`config.mk`:
```
export PLATFORM = sky130hd
export DESIGN_NAME = clkdiv_multi
export DESIGN_NICKNAME = d
export VERILOG_FILES = /design/src/rtl/clkdiv_pkg.sv /design/src/rtl/clkdiv_chan.sv /design/src/rtl/clkdiv_multi.sv
export SDC_FILE = /design/constraint.sdc
export NUM_CORES = 1
export LEC_CHECK = 0
export BUFFER_PORTS_ARGS = -buffer_cell sky130_fd_sc_hd__buf_2
export CORE_MARGIN = 4
export CORE_UTILIZATION = 50
export DETAILED_ROUTE_END_ITERATION = 12
export PLACE_DENSITY = 0.77
export SLEW_MARGIN = 25
export SYNTH_ARGS = -nofsm -noshare
export SYNTH_HDL_FRONTEND = slang
export SYNTH_SLANG_ARGS = --single-unit
```
`constraint.sdc`:
```
create_clock -name clk -period 20.4 [get_ports clk]
set_clock_uncertainty 0.05 [all_clocks]
set_input_delay 6.12 -clock clk [delete_from_list [all_inputs] [get_ports clk]]
set_output_delay 6.12 -clock clk [all_outputs]
set_load 0.02 [all_outputs]
```
`src/rtl/clkdiv_pkg.sv`:
```
// Shared types and constants for the multi-channel clock/tick generator.
package clkdiv_pkg;

  localparam int unsigned CFG_WIDTH  = 25;
  localparam int unsigned MIN_PERIOD = 2;

  typedef struct packed {
    logic [CFG_WIDTH-1:0] period;
    logic [CFG_WIDTH-1:0] high;
  } chan_cfg_t;

  typedef enum logic {
    CH_IDLE = 1'b0,
    CH_RUN  = 1'b1
  } chan_state_t;

endpackage

```
`src/rtl/clkdiv_chan.sv`:
```
// One divider channel: shadowed period/high settings loaded at period
// boundaries, registered divided clock and start-of-period tick.
module clkdiv_chan
  import clkdiv_pkg::*;
#(
  parameter int unsigned WIDTH = 25
) (
  input  logic             clk,
  input  logic             rst,
  input  logic             en,
  input  logic             sync,
  input  logic [WIDTH-1:0] period,
  input  logic [WIDTH-1:0] high,
  output logic             out,
  output logic             tick
);

  chan_state_t      state, state_nxt;
  logic [WIDTH-1:0] cnt, cnt_nxt;
  logic [WIDTH-1:0] p_s, p_s_nxt;
  logic [WIDTH-1:0] h_s, h_s_nxt;
  logic [WIDTH-1:0] cnt_inc;
  logic             out_nxt, tick_nxt, restart;

  // cnt < p_s while running, so cnt+1 cannot wrap; cnt_inc==p_s is the
  // last-cycle test without ever computing p_s-1 on an idle channel.
  assign cnt_inc = cnt + 1'b1;
  assign restart = sync || (state == CH_IDLE) || (cnt_inc == p_s);

  always_comb begin
    state_nxt = CH_IDLE;
    cnt_nxt   = '0;
    p_s_nxt   = p_s;
    h_s_nxt   = h_s;
    out_nxt   = 1'b0;
    tick_nxt  = 1'b0;
    if (en) begin
      if (restart) begin
        p_s_nxt = period;
        h_s_nxt = high;
        if (period >= WIDTH'(MIN_PERIOD)) begin
          state_nxt = CH_RUN;
          tick_nxt  = 1'b1;
          out_nxt   = (high != '0);
        end
      end else begin
        state_nxt = CH_RUN;
        cnt_nxt   = cnt_inc;
        out_nxt   = (cnt_inc < h_s);
      end
    end
  end

  always_ff @(posedge clk or posedge rst) begin
    if (rst) begin
      state <= CH_IDLE;
      cnt   <= '0;
      p_s   <= '0;
      h_s   <= '0;
      out   <= 1'b0;
      tick  <= 1'b0;
    end else begin
      state <= state_nxt;
      cnt   <= cnt_nxt;
      p_s   <= p_s_nxt;
      h_s   <= h_s_nxt;
      out   <= out_nxt;
      tick  <= tick_nxt;
    end
  end

endmodule

```
`src/rtl/clkdiv_multi.sv`:
```
// Multi-channel programmable clock/tick generator; channel i uses
// bits [i*WIDTH +: WIDTH] of the period and high buses.
module clkdiv_multi
  import clkdiv_pkg::*;
#(
  parameter int unsigned NCH   = 4,
  parameter int unsigned WIDTH = 25
) (
  input  logic                 clk,
  input  logic                 rst,
  input  logic [NCH-1:0]       en,
  input  logic [NCH*WIDTH-1:0] period,
  input  logic [NCH*WIDTH-1:0] high,
  input  logic                 sync,
  output logic [NCH-1:0]       out,
  output logic [NCH-1:0]       tick
);

  for (genvar i = 0; i < NCH; i++) begin : g_chan
    clkdiv_chan #(
      .WIDTH(WIDTH)
    ) u_chan (
      .clk   (clk),
      .rst   (rst),
      .en    (en[i]),
      .sync  (sync),
      .period(period[i*WIDTH +: WIDTH]),
      .high  (high[i*WIDTH +: WIDTH]),
      .out   (out[i]),
      .tick  (tick[i])
    );
  end

endmodule

```
==> results.py, run 1 <==
metrics = {
    "yosys": {
        "ys_seq_area_share_pct": 38.9,
        "synth.avg_cell_area_um2": 9.70,
        "synth.distinct_cells": 82,
        "synth_nets": 2377,
        "synth.largest_area_cell": "dfrtp_1",
        "synth-seq-cells": 312,
        "synth-edff-count": 0,
        "ys.flop_type": "dfrtp_1",
        "synthCells": 2070,
        "synth.top_cell.area_share_pct": 38.9,
        "syn-cell-area_um2": 20100,
        "async_flop_share_pct": 100,
        "ys_warn_count": 0,
        "netlist_top_cells_area": "dfrtp_1 39%, ha_1 6.2%, mux2_2 5.2%",
    },
    "clock_tree": {
        "cts_setup_buffers": 0,
        "cts_max_level": 2,
        "clock_latency_ns": 0.55,
        "cts_resized": 0,
        "clockBufferDepth": 3,
        "cts_tree": "done",
        "postCtsHoldBufs": 0,
        "cts_sinks": 312,
        "root_buffer": "clkbuf_16",
        "clk_pin_slew_ns": 0.06,
        "numCtsBuffers": 38,
    },
    "finish": {
        "nFillCells": 3431,
        "drive_gt1_share_pct": 17.8,
        "nets": 2529,
        "final_cell_mix": "312 x dfrtp_1, 214 x buf_2, 138 x nand2_1",
        "layout_commonest_cell": "dfrtp_1",
        "syn2layout_area_growth_pct": 12.7,
        "diodes": 0,
        "fin_util_pct": 56.9,
    },
    "die": {
        "die_w_um": 208,
        "die_y_um": 208,
        "ioPinCount": 215,
        "num_rows": 73,
        "coreArea_um2": 39700,
        "start_util_pct": 50.5,
        "dieArea_um2": 43400,
    },
    "setup_path": {
        "crit_fanout": 40,
        "critical_path.top_delay_family": "buffers and inverters",
        "critPathBufInv": 3,
        "cp-end-kind": "register",
        "crit_arrival_ns": 8.77,
        "cp_slowest_cell": "or4b_1",
        "max_stage_delay_ns": 0.65,
        "cp-start-kind": "input port",
        "path_cells": "buf_2, clkinv_1, or4b_1, o22ai_4, buf_4, mux2_1",
        "crit_type": "input port to register",
        "cp.required_ns": 20.78,
    },
    "drt": {
        "vias": 16700,
        "first_iter_violations": 1365,
        "drc": 0,
        "routed_wl_mm": 55.0,
        "final_antenna_net_count": 0,
        "drtPass1Iterations": 7,
        "wl_per_cell_um": 19.8,
        "viasPerCell": 6.02,
    },
    "place": {
        "port-buffer-count": 214,
        "gp_congestion": 0.942,
        "place_hpwl_mm": 40.9,
    },
    "timing": {
        "slew_headroom_pct": 21.6,
        "tightest_slew_ns": 1.17,
        "finalSetupViolations": 0,
        "finalCritPeriodShare_pct": 41.2,
        "finalSetupTns_ns": 0,
        "maxSlewViolCount": 0,
        "rsz0062_at_grt": "no",
        "hold_viol": 0,
        "clock.fmax_mhz": 119,
        "period_minus_slack_ns": 8.40,
    },
    "global_route": {
        "grt_pass1_wl_mm": 88.3,
        "grt_pass1_vias": 16600,
        "grtUsageTotal_pct": 24.6,
        "antenna_found_initial": 0,
        "grt_max_degree": 130,
        "gr-total-overflow": 0,
    },
    "outcome": {
        "status": "finished, final reports clean",
    },
    "pwr": {
        "peakVddDrop_mv": 0.0496,
        "powerDensity_nw_per_um2": 72.5,
        "p_leak_nw": 10.3,
    },
    "run": {
        "max-cap-violations": 0,
    },
    "hold_path": {
        "min_path_type": "register to register",
    },
}
==> registers in the layout, indices dropped and copies added, names as in the netlist <==
| signal | count |
|---|---|
| g_chan.u_chan.cnt | 100 |
| g_chan.u_chan.h_s | 100 |
| g_chan.u_chan.out | 4 |
| g_chan.u_chan.p_s | 100 |
| g_chan.u_chan.state | 4 |
| g_chan.u_chan.tick | 4 |
==> report_power, final <==
part / leakage, nW / switching, mW / internal [mW]
sequential: 3.89 / 0.0516 / 0.676
clock: 0.604 / 0.273 / 0.398
combinational: 5.79 / 0.125 / 0.117
==> worst reg2reg max path: stages, from the launching register on <==
cell and delay, ns:
dfrtp_1 0.56, ha_1 0.31, nand4_1 0.28, nor3_1 0.98
nand4_1 0.27, xor2_1 0.31, o22ai_1 0.16, or4_1 0.42
o31a_2 0.51, buf_4 0.36, o31a_1 0.41
==> metrics by stage <==
stage	hold slack [ns]	setup WS, ns	cells	total power [mW]	cell area (um2)
floorplan	0.402	5.60	2070	0.894	20100
global placement	0.412	11.53	2707	0.965	21400
detailed placement	0.426	11.47	2707	0.979	21400
CTS	0.440	12.04	2774	1.66	22600
global route	0.456	11.85	2774	1.72	22600
finish	0.437	12.00	2774	1.64	22600
==> synthesized netlist by cell type (7+ instances only) <==
| master | instances |
|---|---|
| nand2_1 | 138 |
| inv_1 | 133 |
| mux2_2 | 93 |
| nor4_1 | 74 |
| a211oi_1 | 15 |
| dfrtp_1 | 312 |
| xor2_1 | 60 |
| buf_4 | 10 |
| and3_1 | 53 |
| and2_1 | 15 |
| and4_1 | 23 |
| clkbuf_1 | 62 |
| buf_2 | 29 |
| a31oi_1 | 15 |
| buf_1 | 8 |
| nand2b_1 | 69 |
| nor3b_1 | 8 |
| a32oi_1 | 7 |
| xnor2_1 | 106 |
| a21o_1 | 27 |
| nand4_1 | 66 |
| nor2_1 | 97 |
| nand3_1 | 56 |
| mux2_1 | 61 |
| o21a_1 | 8 |
| or4_1 | 10 |
| nor2b_1 | 61 |
| o22ai_1 | 7 |
| ha_1 | 100 |
| o21ai_0 | 26 |
| o211ai_1 | 112 |
| a21oi_1 | 30 |
| o2111ai_1 | 12 |
| nor3_1 | 42 |
| mux2i_1 | 8 |
==> final cells by class <==
| class | count | area [um2] | share of cell area, % |
|---|---|---|---|
| Multi-Input combinational cell | 1508 | 11200 | 49.7 |
| Inverter | 134 | 510 | 2.26 |
| Tap cell | 525 | 657 | 2.90 |
| Clock inverter | 12 | 118 | 0.520 |
| Timing Repair Buffer | 228 | 1190 | 5.25 |
| Sequential cell | 312 | 7810 | 34.5 |
| Clock buffer | 55 | 1100 | 4.84 |
==> final timing paths <==
check	from	end	slack, ns	cells past startpoint
min	g_chan[2].u_chan.h_s[10]	g_chan[2].u_chan.h_s[10]	0.44	1
max	en[2]	g_chan[2].u_chan.h_s[21]	12.00	6
max in group asynchronous	rst	g_chan[0].u_chan.cnt[5]	12.66	4
min reg2reg	g_chan[2].u_chan.h_s[10]	g_chan[2].u_chan.h_s[10]	0.44	1
min in group asynchronous	rst	g_chan[2].u_chan.out	5.68	2
max reg2reg	g_chan[0].u_chan.cnt[0]	g_chan[0].u_chan.state	15.66	10
==> kinds of logic after synthesis <==
family / share of synthesized area (%)
multiplexers: 9.04
XOR/XNOR: 7.81
flip-flops: 38.9
adder cells (fa/ha/maj): 6.28
AND/OR/NAND/NOR: 20.6
buffers and inverters: 5.27
AO/OA/AOI/OAI: 12.1
==> routing by layer <==
| layer | share of wire (%) | vias up | global-route usage (%) |
|---|---|---|---|
| li1 | - | 7822 | - |
| met1 | 45 | 8231 | 34.2 |
| met2 | 47 | 552 | 40.0 |
| met3 | 5.9 | 105 | 3.59 |
| met4 | 2.5 | 0 | 7.34 |
| met5 | 0 | - | 0 |
Power figures use the tool's default switching activity.
==> inputs of run 2 (changes only) <==
--- a/config.mk
+++ b/config.mk
@@ -5,11 +5,12 @@
 export SDC_FILE = /design/constraint.sdc
 export NUM_CORES = 1
 export LEC_CHECK = 0
+export ABC_AREA = 1
 export BUFFER_PORTS_ARGS = -buffer_cell sky130_fd_sc_hd__buf_2
 export CORE_MARGIN = 4
 export CORE_UTILIZATION = 50
 export DETAILED_ROUTE_END_ITERATION = 12
-export PLACE_DENSITY = 0.77
+export PLACE_DENSITY = 0.79
 export SLEW_MARGIN = 25
 export SYNTH_ARGS = -nofsm -noshare
 export SYNTH_HDL_FRONTEND = slang
==> constraint.sdc (replaced) <==
create_clock -name clk -period 7 [get_ports clk]
set_clock_uncertainty 0.05 [all_clocks]
set_input_delay 2.1 -clock clk [delete_from_list [all_inputs] [get_ports clk]]
set_output_delay 2.1 -clock clk [all_outputs]
set_load 0.02 [all_outputs]
==> results.py, run 2 <==
metrics = {
    "drt": {
        "drc": 0,
        "wl_per_cell_um": 14.8,
        "vias": 19200,
        "first_iter_violations": 1464,
        "final_antenna_net_count": 0,
        "drtPass1Iterations": 5,
        "viasPerCell": 5.32,
        "routed_wl_mm": 53.5,
    },
    "die": {
        "die_y_um": 208,
        "die_w_um": 208,
        "start_util_pct": 51.1,
        "num_rows": 72,
        "ioPinCount": 215,
        "dieArea_um2": 43100,
        "coreArea_um2": 39000,
    },
    "setup_path": {
        "r2r_end": "g_chan[1].u_chan.h_s[10]",
        "worst_path_most_repeated_cell": "nand2_1",
        "max_stage_delay_ns": 0.79,
        "r2r_setup_slack_ns": 2.99,
        "cp-end-kind": "register",
        "critical_path.top_delay_family": "simple AND/OR/NAND/NOR gates",
        "critPathBufInv": 0,
        "crit_type": "register to register",
        "crit_arrival_ns": 4.38,
        "cp.required_ns": 7.38,
        "rr_worst_depth": 16,
        "cp-start-kind": "register",
        "crit_fanout": 79,
        "startpoint": "g_chan[1].u_chan.cnt[0]",
        "cp_slowest_cell": "nand2_2",
        "path_cells": "ha_1, nand2_2, nor2_4, nand2_1, nor2_2, nand3_1, nand3_1, nand2_1, nor2_1, nand2_1, nor2_1, nand2_1, nand2_4, nand2_2, nand2_1, nand2_1",
        "timing.rr.start": "g_chan[1].u_chan.cnt[0]",
    },
    "finish": {
        "syn2layout_area_growth_pct": 12.4,
        "fin_util_pct": 57.4,
        "final_cell_mix": "1063 x nand2_1, 377 x nand3_1, 365 x inv_1",
        "diodes": 0,
        "nFillCells": 3616,
        "layout_commonest_cell": "nand2_1",
        "largestRegisters": "g_chan.u_chan.cnt: 100 flops, g_chan.u_chan.h_s: 100 flops, g_chan.u_chan.p_s: 100 flops",
        "nets": 3371,
        "drive_gt1_share_pct": 10.7,
    },
    "clock_tree": {
        "clock_latency_ns": 0.55,
        "postCtsHoldBufs": 0,
        "cts_resized": 0,
        "cts_setup_buffers": 0,
        "cts_sinks": 312,
        "cts_max_level": 2,
        "clockBufferDepth": 3,
        "cts_tree": "done",
        "root_buffer": "clkbuf_16",
        "clk_pin_slew_ns": 0.06,
        "numCtsBuffers": 37,
    },
    "place": {
        "gp_congestion": 0.906,
        "port-buffer-count": 214,
        "place_hpwl_mm": 39.6,
    },
    "yosys": {
        "synth.avg_cell_area_um2": 6.90,
        "synth-seq-cells": 312,
        "synth-edff-count": 0,
        "ys_seq_area_share_pct": 39.2,
        "syn-cell-area_um2": 19900,
        "netlist_top_cells_area": "dfrtp_1 39%, nand2_1 20%, nand3_1 9.5%",
        "synth.top_cell.area_share_pct": 39.2,
        "ys_warn_count": 0,
        "netlist_top_cells_count": "1063 x nand2_1, 377 x nand3_1, 366 x inv_1, 312 x dfrtp_1, 261 x nor2_1",
        "synth.largest_area_cell": "dfrtp_1",
        "yosysMostFrequentCell": "nand2_1",
        "synth.distinct_cells": 38,
        "synth_nets": 3196,
        "ys.flop_type": "dfrtp_1",
        "synthCells": 2889,
        "async_flop_share_pct": 100,
    },
    "timing": {
        "period_minus_slack_ns": 4.01,
        "tightest_slew_ns": 0.975,
        "finalCritPeriodShare_pct": 57.2,
        "hold_viol": 0,
        "clock.fmax_mhz": 250,
        "finalSetupViolations": 0,
        "finalSetupTns_ns": 0,
        "maxSlewViolCount": 0,
        "rsz0062_at_grt": "no",
        "slew_headroom_pct": 35.0,
    },
    "global_route": {
        "antenna_found_initial": 0,
        "gr-total-overflow": 0,
        "grt_max_degree": 157,
        "grt_pass1_wl_mm": 89.3,
        "grtUsageTotal_pct": 24.3,
        "grt_pass1_vias": 18800,
    },
    "pwr": {
        "combPwrFrac_pct": 13.5,
        "seqPwrFrac_pct": 44.6,
        "netSwitchingPower_mw": 1.31,
        "pwr-share-clk_pct": 42.0,
        "powerDensity_nw_per_um2": 207,
        "peakVddDrop_mv": 0.152,
        "p_int_mw": 3.33,
        "switching_share_pct": 28.2,
        "p_leak_nw": 12.1,
    },
    "hold_path": {
        "holdPathEnd": "g_chan[2].u_chan.h_s[23]",
        "min_from": "g_chan[2].u_chan.h_s[23]",
        "hold_depth": 2,
        "min_path_type": "register to register",
    },
    "outcome": {
        "status": "finished, final reports clean",
    },
    "run": {
        "max-cap-violations": 0,
    },
}
## run 2: cell types whose count changed after synthesis, moves of 102 or more
cell / delta
inv_1: +233
nand2_1: +925
nand3_1: +321
nor2_1: +164
o211ai_1: -112
xnor2_1: -102
## run 2: how the worst max path moves through the flow
stage	to	slack [ns]	cells past startpoint
global placement	g_chan[1].u_chan.p_s[11]	2.73	6
global route	g_chan[1].u_chan.h_s[10]	2.56	16
floorplan	g_chan[0].u_chan.cnt[0]	0.70	1
CTS	g_chan[1].u_chan.h_s[10]	3.00	16
detailed placement	g_chan[1].u_chan.h_s[3]	2.64	6
finish	g_chan[1].u_chan.h_s[10]	2.99	16
## run 2: logic make-up (layout without fill, tap and decap cells)
kind of cell	after synthesis	after routing	synth area share [%]
and+or+nand+nor	1889	1889	41.1
AOI/OAI and AO/OA	121	121	3.36
adders and majority gates	100	100	6.28
xor gates and xnor gates	9	9	0.464
buffers and inverters	458	656	9.68
DFF	312	312	39.2
## run 2: area by class of cell
cell class              instances  area (um2)  share of cell area [%]
flip-flops and latches        312        7810                    34.8
clock buffers                  48        1060                    4.73
repair buffers                219        1130                    5.06
well taps                     518         648                    2.89
inverters                     375        1410                    6.30
clock inverters                14         148                   0.659
multi-input cells            2119       10200                    45.5
## run 2: worst min-delay path: cells and delay by family (launching register included)
kind	cells	cell delay, ns
AND/OR/NAND/NOR	2	0.10
flip-flops	1	0.34
## run 2: through the flow
step	hold slack, ns	area (um2)	worst slack, ns	power [mW]	cells
after floorplan	0.392	19900	0.695	2.51	2889
after global placement	0.404	21200	2.73	2.68	3543
after detailed placement	0.408	21200	2.64	2.72	3543
after CTS	0.422	22400	3.00	4.67	3605
after global routing	0.443	22400	2.56	4.86	3605
final	0.420	22400	2.99	4.63	3605
## run 2: power by group through the flow
stage	logic (mW)	registers, mW	clock network, mW
after floorplan	0.452	2.05	0
after global placement	0.593	2.09	0
after detailed placement	0.624	2.09	0
after CTS	0.629	2.06	1.98
after global routing	0.724	2.08	2.05
final	0.625	2.07	1.94
## run 2: per-layer routing
| layer | part of all wire, % | wire (um) | up-vias | track usage [%] |
|---|---|---|---|---|
| met5 | 0 | 0 | - | 0 |
| met4 | 3.4 | 1820 | 0 | 9.29 |
| met3 | 5.5 | 2960 | 118 | 3.28 |
| met2 | 47 | 25300 | 564 | 41.1 |
| met1 | 44 | 23400 | 8965 | 32.0 |
| li1 | - | - | 9516 | - |
